[config.mk]
export PLATFORM = sky130hd
export DESIGN_NAME = sram_bank_arb
export DESIGN_NICKNAME = d
export VERILOG_FILES = /design/src/rtl/sram_bank_arb_pkg.sv /design/src/rtl/bank_arb_slice.sv /design/src/rtl/sram_bank_arb.sv
export SDC_FILE = /design/constraint.sdc
export NUM_CORES = 1
export LEC_CHECK = 0
export ABC_AREA = 1
export CORE_ASPECT_RATIO = 1.4
export CORE_MARGIN = 3
export CORE_UTILIZATION = 40
export CTS_BUF_LIST = sky130_fd_sc_hd__clkbuf_4 sky130_fd_sc_hd__clkbuf_8
export CTS_CLUSTER_DIAMETER = 80
export CTS_CLUSTER_SIZE = 40
export DETAILED_ROUTE_END_ITERATION = 6
export GPL_TIMING_DRIVEN = 1
export PLACE_DENSITY = 0.91
export SYNTH_ARGS = -nofsm -noshare
export SYNTH_HDL_FRONTEND = slang
export SYNTH_SLANG_ARGS = --single-unit
[constraint.sdc]
create_clock -name clk -period 4.5 [get_ports clk]
set_input_delay 0.675 -clock clk [delete_from_list [all_inputs] [get_ports clk]]
set_output_delay 0.675 -clock clk [all_outputs]
set_load 0.05 [all_outputs]
[src/rtl/sram_bank_arb_pkg.sv]
// Shared types and constants for the two-bank SRAM arbiter.
package sram_bank_arb_pkg;

  typedef enum logic [1:0] {
    StRun   = 2'd0,
    StDrain = 2'd1,
    StIdle  = 2'd2
  } arb_state_e;

  localparam int unsigned REQ_LD  = 0;
  localparam int unsigned REQ_RD  = 1;
  localparam int unsigned REQ_WB  = 2;
  localparam int unsigned NUM_REQ = 3;

endpackage

[src/rtl/bank_arb_slice.sv]
// Per-bank arbiter: write-back priority with starvation override, loader/reader
// round-robin, and the registered SRAM control outputs for one bank.
module bank_arb_slice
  import sram_bank_arb_pkg::*;
#(
  parameter int unsigned A_WIDTH    = 9,
  parameter int unsigned D_WIDTH    = 32,
  parameter int unsigned STARVE_MAX = 8
) (
  input  logic               clk,
  input  logic               rst_n,
  input  logic               en,
  input  logic [NUM_REQ-1:0] req,
  input  logic [A_WIDTH-1:0] ld_addr,
  input  logic [D_WIDTH-1:0] ld_data,
  input  logic [A_WIDTH-1:0] rd_addr,
  input  logic [A_WIDTH-1:0] wb_addr,
  input  logic [D_WIDTH-1:0] wb_data,
  output logic [NUM_REQ-1:0] gnt,
  output logic               cen,
  output logic               wen,
  output logic [A_WIDTH-1:0] a,
  output logic [D_WIDTH-1:0] d
);

  localparam logic [3:0] StarveMax = 4'(STARVE_MAX);

  logic               rr_ptr_q, rr_ptr_d;  // 0 = loader next, 1 = reader next
  logic [3:0]         starve_q, starve_d;
  logic               lr_pend, forced, pick_rd;
  logic               cen_q, cen_d, wen_q, wen_d;
  logic [A_WIDTH-1:0] a_q, a_d;
  logic [D_WIDTH-1:0] d_q, d_d;

  always_comb begin
    lr_pend = req[REQ_LD] | req[REQ_RD];
    forced  = lr_pend && (starve_q == StarveMax);
    pick_rd = req[REQ_RD] && (!req[REQ_LD] || rr_ptr_q);
    gnt     = '0;
    if (en) begin
      if (req[REQ_WB] && !forced) begin
        gnt[REQ_WB] = 1'b1;
      end else if (lr_pend) begin
        if (pick_rd) gnt[REQ_RD] = 1'b1;
        else         gnt[REQ_LD] = 1'b1;
      end
    end
  end

  always_comb begin
    rr_ptr_d = rr_ptr_q;
    if (gnt[REQ_LD])      rr_ptr_d = 1'b1;
    else if (gnt[REQ_RD]) rr_ptr_d = 1'b0;

    starve_d = starve_q;
    if (gnt[REQ_LD] || gnt[REQ_RD]) begin
      starve_d = '0;
    end else if (gnt[REQ_WB] && lr_pend && (starve_q != StarveMax)) begin
      starve_d = starve_q + 4'd1;
    end
  end

  // Without a grant the bank is deselected and wen/a/d keep their last values.
  always_comb begin
    cen_d = ~|gnt;
    wen_d = wen_q;
    a_d   = a_q;
    d_d   = d_q;
    if (gnt[REQ_LD]) begin
      wen_d = 1'b0;
      a_d   = ld_addr;
      d_d   = ld_data;
    end else if (gnt[REQ_RD]) begin
      wen_d = 1'b1;
      a_d   = rd_addr;
    end else if (gnt[REQ_WB]) begin
      wen_d = 1'b0;
      a_d   = wb_addr;
      d_d   = wb_data;
    end
  end

  always_ff @(posedge clk or negedge rst_n) begin
    if (!rst_n) begin
      rr_ptr_q <= 1'b0;
      starve_q <= '0;
      cen_q    <= 1'b1;
      wen_q    <= 1'b1;
      a_q      <= '0;
      d_q      <= '0;
    end else begin
      rr_ptr_q <= rr_ptr_d;
      starve_q <= starve_d;
      cen_q    <= cen_d;
      wen_q    <= wen_d;
      a_q      <= a_d;
      d_q      <= d_d;
    end
  end

  assign cen = cen_q;
  assign wen = wen_q;
  assign a   = a_q;
  assign d   = d_q;

endmodule

[src/rtl/sram_bank_arb.sv]
// Two-bank SRAM arbiter top: RUN/DRAIN/IDLE flush FSM, grant merge, read-return pipe.
// Optional macro ARB_STATS_EN adds a saturating conflict-cycle counter output.
module sram_bank_arb
  import sram_bank_arb_pkg::*;
#(
  parameter int unsigned A_WIDTH    = 9,
  parameter int unsigned D_WIDTH    = 32,
  parameter int unsigned STARVE_MAX = 8
) (
  input  logic               clk,
  input  logic               rst_n,
  input  logic               ld_req,
  input  logic               ld_bank,
  input  logic [A_WIDTH-1:0] ld_addr,
  input  logic [D_WIDTH-1:0] ld_data,
  output logic               ld_gnt,
  input  logic               rd_req,
  input  logic               rd_bank,
  input  logic [A_WIDTH-1:0] rd_addr,
  output logic               rd_gnt,
  output logic               rd_valid,
  output logic [D_WIDTH-1:0] rd_data,
  input  logic               wb_req,
  input  logic               wb_bank,
  input  logic [A_WIDTH-1:0] wb_addr,
  input  logic [D_WIDTH-1:0] wb_data,
  output logic               wb_gnt,
  input  logic               flush_in,
  output logic               flush_done_out,
  output logic               cen0_out,
  output logic               cen1_out,
  output logic               wen0_out,
  output logic               wen1_out,
  output logic [A_WIDTH-1:0] a0_out,
  output logic [A_WIDTH-1:0] a1_out,
  output logic [D_WIDTH-1:0] d0_out,
  output logic [D_WIDTH-1:0] d1_out,
  input  logic [D_WIDTH-1:0] q0_in,
  input  logic [D_WIDTH-1:0] q1_in
`ifdef ARB_STATS_EN
  ,
  output logic [15:0]        conflict_cnt_out
`endif
);

  arb_state_e         state_q, state_d;
  logic               run;
  logic [NUM_REQ-1:0] req_b [2];
  logic [NUM_REQ-1:0] gnt_b [2];
  logic               cen_b [2];
  logic               wen_b [2];
  logic [A_WIDTH-1:0] a_b   [2];
  logic [D_WIDTH-1:0] d_b   [2];
  logic               p1_valid_q, p1_bank_q, rv_q, rv_bank_q;

  always_comb begin
    for (int b = 0; b < 2; b++) begin
      req_b[b]         = '0;
      req_b[b][REQ_LD] = ld_req && (ld_bank == 1'(b));
      req_b[b][REQ_RD] = rd_req && (rd_bank == 1'(b));
      req_b[b][REQ_WB] = wb_req && (wb_bank == 1'(b));
    end
  end

  for (genvar b = 0; b < 2; b++) begin : g_bank
    bank_arb_slice #(
      .A_WIDTH   (A_WIDTH),
      .D_WIDTH   (D_WIDTH),
      .STARVE_MAX(STARVE_MAX)
    ) u_slice (
      .clk    (clk),
      .rst_n  (rst_n),
      .en     (run),
      .req    (req_b[b]),
      .ld_addr(ld_addr),
      .ld_data(ld_data),
      .rd_addr(rd_addr),
      .wb_addr(wb_addr),
      .wb_data(wb_data),
      .gnt    (gnt_b[b]),
      .cen    (cen_b[b]),
      .wen    (wen_b[b]),
      .a      (a_b[b]),
      .d      (d_b[b])
    );
  end

  assign ld_gnt   = gnt_b[0][REQ_LD] | gnt_b[1][REQ_LD];
  assign rd_gnt   = gnt_b[0][REQ_RD] | gnt_b[1][REQ_RD];
  assign wb_gnt   = gnt_b[0][REQ_WB] | gnt_b[1][REQ_WB];
  assign cen0_out = cen_b[0];
  assign cen1_out = cen_b[1];
  assign wen0_out = wen_b[0];
  assign wen1_out = wen_b[1];
  assign a0_out   = a_b[0];
  assign a1_out   = a_b[1];
  assign d0_out   = d_b[0];
  assign d1_out   = d_b[1];

  always_ff @(posedge clk or negedge rst_n) begin
    if (!rst_n) state_q <= StRun;
    else        state_q <= state_d;
  end

  always_comb begin
    state_d = state_q;
    unique case (state_q)
      StRun:   if (flush_in)    state_d = StDrain;
      StDrain: if (!p1_valid_q) state_d = StIdle;
      StIdle:  if (!flush_in)   state_d = StRun;
      default:                  state_d = StRun;
    endcase
  end

  // Once stage 1 is empty the last read's data is on rd_data this cycle, so DRAIN reports done.
  always_comb begin
    run            = (state_q == StRun);
    flush_done_out = (state_q == StIdle) || ((state_q == StDrain) && !p1_valid_q);
  end

  // Read return: grant -> SRAM access (stage 1) -> q valid (stage 2).
  always_ff @(posedge clk or negedge rst_n) begin
    if (!rst_n) begin
      p1_valid_q <= 1'b0;
      p1_bank_q  <= 1'b0;
      rv_q       <= 1'b0;
      rv_bank_q  <= 1'b0;
    end else begin
      p1_valid_q <= rd_gnt;
      p1_bank_q  <= rd_bank;
      rv_q       <= p1_valid_q;
      rv_bank_q  <= p1_bank_q;
    end
  end

  assign rd_valid = rv_q;
  assign rd_data  = rv_q ? (rv_bank_q ? q1_in : q0_in) : '0;

`ifdef ARB_STATS_EN
  logic [15:0] conflict_cnt_q, conflict_cnt_d;
  logic        conflict;

  always_comb begin
    conflict = 1'b0;
    for (int b = 0; b < 2; b++) begin
      conflict = conflict | (req_b[b][REQ_LD] & req_b[b][REQ_RD])
                          | (req_b[b][REQ_WB] & (req_b[b][REQ_LD] | req_b[b][REQ_RD]));
    end
    conflict_cnt_d = conflict_cnt_q;
    if ((state_q != StIdle) && (state_d == StIdle)) begin
      conflict_cnt_d = '0;
    end else if (conflict && (conflict_cnt_q != 16'hFFFF)) begin
      conflict_cnt_d = conflict_cnt_q + 16'd1;
    end
  end

  always_ff @(posedge clk or negedge rst_n) begin
    if (!rst_n) conflict_cnt_q <= '0;
    else        conflict_cnt_q <= conflict_cnt_d;
  end

  assign conflict_cnt_out = conflict_cnt_q;
`endif

endmodule

==> impl_summary.txt, run 1 <==
----------------------------------------------------
[Floorplan]
  Starting density of the core ... 41.19%
  Number of top-level pins ... 287
  Number of rows created at floorplan ... 51
  Die Footprint ... 0.01595 mm2
  Chip Height ... 148.3 um
  Core Box Area ... 0.01404 mm2
  Die extent in x ... 107.6 um

[Logic synthesis]
  Most used standard cells in the synthesized netlist ... sky130_fd_sc_hd__nor2_1, sky130_fd_sc_hd__nand2_1, sky130_fd_sc_hd__dfrtp_1
  Synthesis warning total ... 0
  Count leader, synth ... sky130_fd_sc_hd__nor2_1
  Synth unique cells ... 30
  Synthesized instance count ... 778
  Yosys top cell by area ... sky130_fd_sc_hd__dfrtp_1
  Ys async rst share ... 100.0%
  Dominant synthesized flop cell ... sky130_fd_sc_hd__dfrtp_1
  Synthesized flop and latch total ... 102
  Top area cells in the synthesized netlist ... sky130_fd_sc_hd__dfrtp_1, sky130_fd_sc_hd__nor2_1, sky130_fd_sc_hd__nand2_1
  Share of the yosys chip area belonging to registers ... 44.23%
  Number of flops mapped to enable cells by yosys ... 0
  Number of nets in the synthesized netlist ... 946
  Syn Std Cell Area ... 0.005782 mm2
  Proportion of netlist area held by the largest area contributor ... 42.42%
  Synthesized area per cell ... 7.432 um2

[Placement]
  # port buffers ... 286
  Weighted congestion reported at the end of routability-driven placement ... 0.9037
  Half-perimeter wire length after placement ... 14910 um

[Hold path]
  Path type of the worst min-delay path ... reg2reg
  WHS Path Cells ... 0

[Run status]
  Run status ... complete, no violations

[Power]
  Leakage power of the design ... 0.003981 uW
  Power per cell area ... 709.0 mW/mm2
  Maximum VDD drop ... 408.9 uV

[Clocking]
  CTS clk-pin slew, worst paths ... 100 ps
  Maximum count of clock buffers along a single path ... 2
  Total of cells resized after clock tree synthesis ... 0
  Post-CTS Hold Fix Bufs ... 0
  CTS tree ... yes
  CTS root buf ... sky130_fd_sc_hd__clkbuf_8
  TritonCTS Sinks ... 102
  CTS H-tree depth ... 3
  Clock buffers created by TritonCTS ... 9
  Post CTS Setup Buffer Count ... 0
  Clock Latency Late Sink ... 380 ps

[Flow run]
  Maximum capacitance violations ... 0

[Worst setup path]
  Startpoint type of the worst setup path ... flip-flop
  Critical Path AT ... 3060 ps
  Crit path kind ... reg2out
  Capturing element type of the critical path ... output pin
  Data required time of the critical path ... 3830 ps
  CP max FO ... 33
  R2r worst-path depth ... 10

[STA]
  Final count of hold timing violations ... 0
  Final period utilization ... 83.01%
  Setup-failing EPs final ... 0
  Worst max-slew margin expressed relative to the limit ... 37.54%
  Maximum clock frequency ... 267.7 MHz
  RSZ-0062 raised after global routing ... false
  Post-layout minimum cycle time ... 3736 ps
  Largest clock skew in the final design ... 13.26 ps
  Actual slew at the worst max-slew pin ... 937.0 ps
  Sum of negative setup slack ... 0 ps
  Number of pins with negative max-slew slack in the final report ... 0

[Route]
  Detailed-routing iteration count for the pre-antenna-repair pass ... 5
  Aggregate routed wire length ... 20560 um
  Top routing layer in use ... met5
  Via density per instance ... 5.156
  Post-DR wirelength/cell ... 16.74 um
  DRC violations left ... 0
  Count of antenna-violating nets left after detailed routing ... 0
  Detailed Route Iter0 Violations ... 401
  Met1 Wirelength ... 8124 um
  Detail Route met3 WL ... 1432 um
  DR WL met2 ... 10470 um
  Via total after detailed routing ... 6331

[Cells and area]
  Final net count ... 1206
  Area overhead of the layout relative to synthesis ... 53.75%
  Count of antenna diodes in the layout ... 0
  Post-layout utilization of the core ... 63.32%
  Ratio of cells with drive above 1 in the final layout ... 7.478%

[Global route]
  Total congestion overflow after global routing ... 0
  First-pass GRT wire length ... 31940 um
  Via count of the first global-routing pass ... 6103
  Global-route usage over all layers ... 25.16%
  Initial antenna violation count ... 1
  Maximum number of pins on one net before global-route repair ... 74

----------------------------------------------------
-- cell usage in the layout, fill, tap and decap left out, drive strengths merged --
cell and n:
clkdlybuf4s50 283, dfstp 4, nand4 2, nor2 179, ha 4, inv 55, o21ai 167, a21oi 1
nand3 63, clkbuf 9, nor3 4, bufinv 2, dfrtp 98, nand3b 1, nand2 159, clkinv 3
buf 8, xor2 1
-- worst max-delay path, cell delays in order (launching register included) --
cell                              delay (ps)
sky130_fd_sc_hd__dfrtp_1                 720
sky130_fd_sc_hd__inv_1                   530
sky130_fd_sc_hd__buf_4                   310
sky130_fd_sc_hd__nor2_1                   60
sky130_fd_sc_hd__nor2_1                  210
sky130_fd_sc_hd__clkdlybuf4s50_1         850
-- where the power goes --
part | leakage (uW) | internal, uW | total [uW] | switching, uW
Combinational | 0.00267 | 1280 | 3990 | 2710
Clock | 0.000116 | 321 | 667 | 346
Sequential | 0.00120 | 1360 | 1650 | 283
-- kinds of logic (layout without fill, tap and decap cells) --
group	after synthesis	count (layout)	share of synthesized area (%)
fa+ha+maj	4	4	0.8656
buf+inv	95	360	8.158
simple gates	408	408	31.98
xor+xnor	1	1	0.1515
flops	102	102	44.23
compound gates	168	168	14.61
-- final cells by class --
type | count | area, um2
repair buffers | 291 | 2918
well taps | 185 | 231.5
inverters | 53 | 203.9
clock buffers | 9 | 123.9
clock inverters | 7 | 102.6
multi-input cells | 581 | 2753
flip-flops and latches | 102 | 2557
fillers | 1150 | 5149
-- worst paths after layout --
kind / start / endpoint / slack (ps)
max: rv_bank_q$_DFF_PN0_ / rd_data[8] / 760
min: p1_bank_q$_DFF_PN0_ / rv_bank_q$_DFF_PN0_ / 370
max reg2reg: g_bank[1].u_slice.starve_q[0]$_DFFE_PN0P_ / g_bank[1].u_slice.d[16]$_DFFE_PN0P_ / 1920
min reg2reg: p1_bank_q$_DFF_PN0_ / rv_bank_q$_DFF_PN0_ / 370
max in group asynchronous: rst_n / g_bank[1].u_slice.cen$_DFF_PN1_ / 3070
min in group asynchronous: rst_n / g_bank[0].u_slice.d[6]$_DFFE_PN0P_ / 420
-- through the flow --
step	area, um2	worst slack [ps]	power (uW)	hold slack, ps	std cells
3_5_place_dp	8663	792.5	5655	350.2	1212
5_1_grt	8890	500.1	6628	387.1	1228
3_3_place_gp	8663	883.9	5574	335.2	1212
6_report	8890	764.4	6303	366.1	1228
2_1_floorplan	5782	2052	4252	331.2	778
4_1_cts	8890	790.7	6324	374.5	1228
-- per-layer routing --
metal	up-vias	track usage, %
li1	3031	-
met3	39	3.821
met1	2970	31.47
met5	-	0
met2	289	43.80
met4	2	9.033
-- flip-flops by register name, summed over array words and instances, names as in the netlist --
name                     cells
p1_bank_q                    1
g_bank.u_slice.wen           2
g_bank.u_slice.starve_q      8
p1_valid_q                   1
g_bank.u_slice.d            64
g_bank.u_slice.rr_ptr_q      2
state_q                      2
g_bank.u_slice.a            18
g_bank.u_slice.cen           2
rd_valid                     1
rv_bank_q                    1
No activity file was read; power rests on OpenSTA's default activity.
==> inputs of run 2 (changes only) <==
- CORE_UTILIZATION: 40 -> 38
- PLACE_DENSITY: 0.91 -> 0.9
- clock period: 4.5 -> 3.4 ns (I/O delays scaled with it)
==> impl_summary.txt, run 2 (synthesis results as in run 1) <==
----------------------------------------------------
[Run status]
  Run status ... complete, no violations

[STA]
  Final count of hold timing violations ... 0 (unchanged)
  Final period utilization ... 89.87%
  RSZ-0062 raised after global routing ... false
  Worst Setup Slack, final ... 344.4 ps (-420.0 ps)
  Maximum clock frequency ... 327.3 MHz
  Worst max-slew margin expressed relative to the limit ... 44.88% (+7.3 points)
  Number of pins with negative max-slew slack in the final report ... 0 (unchanged)
  Largest clock skew in the final design ... 18.14 ps (+4.877 ps)
  Post-layout minimum cycle time ... 3056 ps
  Actual slew at the worst max-slew pin ... 826.8 ps (-110.1 ps)
  Setup-failing EPs final ... 0 (unchanged)
  Sum of negative setup slack ... 0 ps (unchanged)

[Power]
  Leakage power of the design ... 0.004009 uW (+0.71%)
  Total power ... 8237 uW (+31%)
  Power per cell area ... 921.5 mW/mm2 (+30%)
  Maximum VDD drop ... 544.8 uV (+33%)

[Worst setup path]
  Data required time of the critical path ... 2890 ps (-940 ps)
  Startpoint type of the worst setup path ... flip-flop
  Capturing element type of the critical path ... output pin
  CP max FO ... 26 (-21%)
  Critical Path AT ... 2550 ps (-510 ps)
  Crit path kind ... reg2out

[Clocking]
  CTS clk-pin slew, worst paths ... 120 ps (+20 ps)
  Clock buffers created by TritonCTS ... 9 (unchanged)
  TritonCTS Sinks ... 102 (unchanged)
  Post CTS Setup Buffer Count ... 0 (unchanged)
  Maximum count of clock buffers along a single path ... 2 (unchanged)
  CTS tree ... yes
  CTS root buf ... sky130_fd_sc_hd__clkbuf_8
  CTS H-tree depth ... 3 (unchanged)
  Post-CTS Hold Fix Bufs ... 0 (unchanged)
  Total of cells resized after clock tree synthesis ... 0 (unchanged)
  Clock Latency Late Sink ... 370 ps (about the same)

[Placement]
  Half-perimeter wire length after placement ... 15660 um (+5.0%)
  Placed cell area ... 0.008741 mm2 (+0.90%)
  Number of cells in the design after placement ... 1224 (+0.99%)
  Worst setup timing slack at the placement stage ... 438.8 ps (-353.7 ps)
  # port buffers ... 286 (unchanged)
  Weighted congestion reported at the end of routability-driven placement ... 0.9048 (+0.12%)

[Floorplan]
  Chip Height ... 152.0 um (+2.5%)
  Number of rows created at floorplan ... 52 (+2.0%)
  Starting density of the core ... 39.32% (-1.9 points)
  Die extent in x ... 110.3 um (+2.5%)
  Core Box Area ... 0.01470 mm2 (+4.7%)
  Number of top-level pins ... 287 (unchanged)
  Die Footprint ... 0.01675 mm2 (+5.0%)

[Global route]
  Initial antenna violation count ... 0 (-1)
  Met2 routing resource usage after global routing ... 41.52% (-2.3 points)
  Met1 usage ... 29.74% (-1.7 points)
  Maximum number of pins on one net before global-route repair ... 63 (-15%)
  Total congestion overflow after global routing ... 0 (unchanged)
  Global-route usage over all layers ... 24.39% (-0.77 points)
  First-pass GRT wire length ... 32660 um (+2.2%)
  Grt met3 use ... 3.141% (-0.68 points)
  Via count of the first global-routing pass ... 6416 (+5.1%)
  GRT Max-Usage Layer ... met2

[Cells and area]
  Commonest non-fill, non-tap cell in the layout ... sky130_fd_sc_hd__clkdlybuf4s50_1
  Ratio of cells with drive above 1 in the final layout ... 8.183% (+0.70 points)
  Final instance count without filler cells ... 1240 (+0.98%)
  Flip-flop count of the largest register, all copies and words added ... 64 (unchanged)
  Fill cell total of the finished layout ... 1269 (+10%)
  Final net count ... 1214 (+0.66%)
  Count of antenna diodes in the layout ... 0 (unchanged)
  Area overhead of the layout relative to synthesis ... 54.60%
  Area of all placed cells without fillers ... 0.008939 mm2 (+0.55%)
  Most frequent cells in the layout ... sky130_fd_sc_hd__clkdlybuf4s50_1, sky130_fd_sc_hd__nor2_1, sky130_fd_sc_hd__nand2_1, sky130_fd_sc_hd__dfrtp_1, sky130_fd_sc_hd__o21ai_0

[Route]
  Via density per instance ... 5.165 (+0.19%)
  Aggregate routed wire length ... 20890 um (+1.6%)
  Post-DR wirelength/cell ... 16.85 um (+0.66%)
  Count of antenna-violating nets left after detailed routing ... 0 (unchanged)
  Detailed Route Iter0 Violations ... 427 (+6.5%)
  Detailed-routing iteration count for the pre-antenna-repair pass ... 5 (unchanged)
  Via total after detailed routing ... 6405 (+1.2%)
  DRC violations left ... 0 (unchanged)

[Flow run]
  Maximum capacitance violations ... 0 (unchanged)

[Hold path]
  Path type of the worst min-delay path ... in2async

----------------------------------------------------
-- run 2: final timing paths --
path / start / depth (start not counted) / end / slack [ps]
worst max-delay path: rd_valid$_DFF_PN0_ / 3 / rd_data[16] / 340
worst min-delay path: rst_n / 1 / g_bank[1].u_slice.d[6]$_DFFE_PN0P_ / 190
worst max register to register: g_bank[1].u_slice.starve_q[0]$_DFFE_PN0P_ / 12 / g_bank[1].u_slice.a[5]$_DFFE_PN0P_ / 1140
worst min register to register: p1_bank_q$_DFF_PN0_ / 0 / rv_bank_q$_DFF_PN0_ / 360
max in group asynchronous: rst_n / 2 / g_bank[1].u_slice.cen$_DFF_PN1_ / 2390
min in group clk: p1_bank_q$_DFF_PN0_ / 0 / rv_bank_q$_DFF_PN0_ / 360
-- run 2: through the flow --
step                      util (%)  hold slack [ps]
after floorplan                  -            214.4
after global placement       59.45            333.2
after detailed placement     59.45            334.7
after CTS                    60.79            231.1
after global routing         60.79            260.2
final                        60.79            193.3
-- run 2: worst max-delay path, cell delays in order, from the launching register on --
cell                              delay, ps
sky130_fd_sc_hd__dfrtp_1                800
sky130_fd_sc_hd__o21ai_0                370
sky130_fd_sc_hd__nor2_1                 170
sky130_fd_sc_hd__clkdlybuf4s50_1        830
-- run 2: layer usage --
layer / up-vias / part of all wire, %
li1: 3043 / -
met1: 2991 / 38
met2: 300 / 51
met3: 71 / 6.9
met4: 0 / 4.1
met5: - / 0
-- run 2: final cells by class --
| class | instances | area [um2] | area share, % |
|---|---|---|---|
| Clock buffer | 9 | 123.9 | 1.386 |
| Clock inverter | 7 | 73.82 | 0.8259 |
| Inverter | 53 | 203.9 | 2.282 |
| Multi-Input combinational cell | 581 | 2753 | 30.80 |
| Sequential cell | 102 | 2557 | 28.61 |
| Tap cell | 189 | 236.5 | 2.646 |
| Timing Repair Buffer | 299 | 2990 | 33.45 |
-- run 2: power breakdown --
part	switching (uW)	internal, uW	total, uW
sequential	359	1800	2160
combinational	3600	1710	5300
clock	480	290	770
total	4440	3800	8240
==> inputs of run 3 (changes only) <==
- CORE_UTILIZATION: 38 -> 30
- PLACE_DENSITY: 0.9 -> 0.76
- SETUP_SLACK_MARGIN: unset -> 0.1
==> impl_summary.txt, run 3 (synthesis results as in run 1) <==
----------------------------------------------------
[Cells and area]
  Ratio of cells with drive above 1 in the final layout ... 8.008% (-0.18 points)
  Commonest non-fill, non-tap cell in the layout ... sky130_fd_sc_hd__clkdlybuf4s50_1
  Area overhead of the layout relative to synthesis ... 55.36%
  Flip-flop count of the largest register, all copies and words added ... 64 (unchanged)
  Final net count ... 1212 (-0.16%)
  Fill cell total of the finished layout ... 1850 (+46%)
  Count of antenna diodes in the layout ... 0 (unchanged)
  Most frequent cells in the layout ... sky130_fd_sc_hd__clkdlybuf4s50_1, sky130_fd_sc_hd__nor2_1, sky130_fd_sc_hd__nand2_1, sky130_fd_sc_hd__dfrtp_1, sky130_fd_sc_hd__o21ai_0

[Route]
  Aggregate routed wire length ... 20710 um (-0.86%)
  Via density per instance ... 4.853 (-6.0%)
  Post-DR wirelength/cell ... 16.02 um (-4.9%)
  Count of antenna-violating nets left after detailed routing ... 0 (unchanged)
  Detailed-routing iteration count for the pre-antenna-repair pass ... 5 (unchanged)
  Detailed Route Iter0 Violations ... 450 (+5.4%)
  DRC violations left ... 0 (unchanged)
  Via total after detailed routing ... 6275 (-2.0%)

[STA]
  Number of pins with negative max-slew slack in the final report ... 0 (unchanged)
  Setup-failing EPs final ... 0 (unchanged)
  Maximum clock frequency ... 320.7 MHz (-2.0%)
  Post-layout minimum cycle time ... 3118 ps (+62.81 ps)
  Final count of hold timing violations ... 0 (unchanged)
  Worst Setup Slack, final ... 281.6 ps (-62.81 ps)
  Actual slew at the worst max-slew pin ... 842.8 ps (+16.00 ps)
  Largest clock skew in the final design ... 25.28 ps (+7.136 ps)
  Sum of negative setup slack ... 0 ps (unchanged)
  Final period utilization ... 91.72% (+1.8 points)
  Worst max-slew margin expressed relative to the limit ... 43.81% (-1.1 points)
  RSZ-0062 raised after global routing ... false

[Global route]
  Via count of the first global-routing pass ... 6077 (-5.3%)
  Met2 routing resource usage after global routing ... 34.64% (-6.9 points)
  GRT Max-Usage Layer ... met2
  Global-route usage over all layers ... 19.22% (-5.2 points)
  Grt met3 use ... 2.460% (-0.68 points)
  Initial antenna violation count ... 0 (unchanged)
  Met1 usage ... 23.03% (-6.7 points)
  First-pass GRT wire length ... 31790 um (-2.7%)
  Total congestion overflow after global routing ... 0 (unchanged)
  Maximum number of pins on one net before global-route repair ... 60 (-4.8%)

[Clocking]
  Maximum count of clock buffers along a single path ... 2 (unchanged)
  Clock buffers created by TritonCTS ... 9 (unchanged)
  Clock Latency Late Sink ... 390 ps (+20 ps)
  CTS tree ... yes
  Post-CTS Hold Fix Bufs ... 0 (unchanged)
  CTS H-tree depth ... 3 (unchanged)
  Post CTS Setup Buffer Count ... 0 (unchanged)
  CTS root buf ... sky130_fd_sc_hd__clkbuf_8
  TritonCTS Sinks ... 102 (unchanged)
  CTS clk-pin slew, worst paths ... 120 ps (about the same)
  Total of cells resized after clock tree synthesis ... 0 (unchanged)

[Floorplan]
  Number of rows created at floorplan ... 59 (+13%)
  Starting density of the core ... 30.84% (-8.5 points)
  Chip Height ... 170.3 um (+12%)
  Core Box Area ... 0.01875 mm2 (+28%)
  Number of top-level pins ... 287 (unchanged)
  Die extent in x ... 123.3 um (+12%)
  Die Footprint ... 0.02100 mm2 (+25%)

[Hold path]
  Path type of the worst min-delay path ... in2async

[Worst setup path]
  Capturing element type of the critical path ... output pin
  Crit path buffers/inverters ... 1 (unchanged)
  Critical-path cell list ... o21ai_0 > nor2_1 > clkdlybuf4s50_1
  Cell with the biggest individual delay on the critical path ... sky130_fd_sc_hd__dfrtp_1
  CP max FO ... 33 (+27%)
  Data required time of the critical path ... 2890 ps (about the same)
  Crit path largest cell delay ... 900 ps (+70 ps)
  Critical Path AT ... 2610 ps (+60 ps)
  Cell family with the largest share of critical-path delay ... flip-flops
  Startpoint type of the worst setup path ... flip-flop
  Crit path kind ... reg2out

[Power]
  Maximum VDD drop ... 465.1 uV (-15%)
  Power per cell area ... 911.5 mW/mm2 (-1.1%)
  Leakage power of the design ... 0.003992 uW (-0.43%)

[Placement]
  # port buffers ... 286 (unchanged)
  Half-perimeter wire length after placement ... 15540 um (-0.73%)
  Weighted congestion reported at the end of routability-driven placement ... 0.8632 (-4.6%)
  Worst setup timing slack at the placement stage ... 438.7 ps (-0.06200 ps)

[Flow run]
  Maximum capacitance violations ... 0 (unchanged)

[Run status]
  Run status ... complete, no violations

----------------------------------------------------
## run 3: changes by cell type in the layout (fill, tap and decap cells not counted)
cell                         previous run  this run
sky130_fd_sc_hd__clkinv_2               0         1
sky130_fd_sc_hd__buf_4                 13        11
sky130_fd_sc_hd__clkinvlp_4             0         1
sky130_fd_sc_hd__inv_6                  1         3
sky130_fd_sc_hd__clkinv_4               4         2
sky130_fd_sc_hd__inv_8                  2         0
## run 3: final cells by class
cell class | instances | area (um2) | area share [%]
clock buffer | 9 | 123.9 | 1.379
clock inverter | 7 | 63.81 | 0.7104
inverter | 53 | 203.9 | 2.271
multi-input combinational | 581 | 2753 | 30.64
sequential | 102 | 2557 | 28.47
tap | 244 | 305.3 | 3.399
timing repair buffer | 297 | 2975 | 33.12
## run 3: where the power goes
| group | internal (uW) | switching (uW) |
|---|---|---|
| Clock | 281 | 474 |
| Combinational | 1700 | 3560 |
| Sequential | 1800 | 360 |
| Total | 3790 | 4400 |
## run 3: routing by layer
metal	share of wire, %	vias up	routed length [um]
met5	0	-	0
met3	5.9	27	1219
li1	-	3040	-
met4	2.0	0	416
met2	52	228	10870
met1	40	2980	8205
## run 3: stage by stage
| step | power [uW] | instance area [um2] | hold WS, ps | utilization (%) | std cells |
|---|---|---|---|---|---|
| 2_1_floorplan | 5627 | 5782 | 214.4 | - | 778 |
| 5_1_grt | 8652 | 8982 | 119.5 | 47.90 | 1293 |
| 3_3_place_gp | 7408 | 8795 | 334.9 | 46.90 | 1277 |
| 6_report | 8187 | 8982 | 90.60 | 47.90 | 1293 |
| 3_5_place_dp | 7491 | 8795 | 335.5 | 46.90 | 1277 |
| 4_1_cts | 8260 | 8982 | 91.59 | 47.90 | 1293 |
## run 3: final timing paths
check	from	slack [ps]	endpoint	depth (start not counted)
setup reg to reg	g_bank[0].u_slice.starve_q[0]$_DFFE_PN0P_	1190	g_bank[0].u_slice.a[1]$_DFFE_PN0P_	11
setup / recovery	rd_valid$_DFF_PN0_	280	rd_data[6]	3
hold / removal	rst_n	90	g_bank[0].u_slice.d[0]$_DFFE_PN0P_	1
hold reg to reg	p1_bank_q$_DFF_PN0_	360	rv_bank_q$_DFF_PN0_	0
max in group asynchronous	rst_n	2520	g_bank[1].u_slice.wen$_DFFE_PN1P_	2
min in group clk	p1_bank_q$_DFF_PN0_	360	rv_bank_q$_DFF_PN0_	0
## run 3: worst reg2reg max path: stages (launching register included)
cell	delay [ps]
sky130_fd_sc_hd__dfrtp_1	360
sky130_fd_sc_hd__inv_1	80
sky130_fd_sc_hd__ha_1	200
sky130_fd_sc_hd__nand2_1	60
sky130_fd_sc_hd__nor2_1	40
sky130_fd_sc_hd__nand2_1	110
sky130_fd_sc_hd__nand2_2	250
sky130_fd_sc_hd__nand2_4	330
sky130_fd_sc_hd__buf_4	410
sky130_fd_sc_hd__nand3_1	150
sky130_fd_sc_hd__nand2_1	80
sky130_fd_sc_hd__nand2_1	50
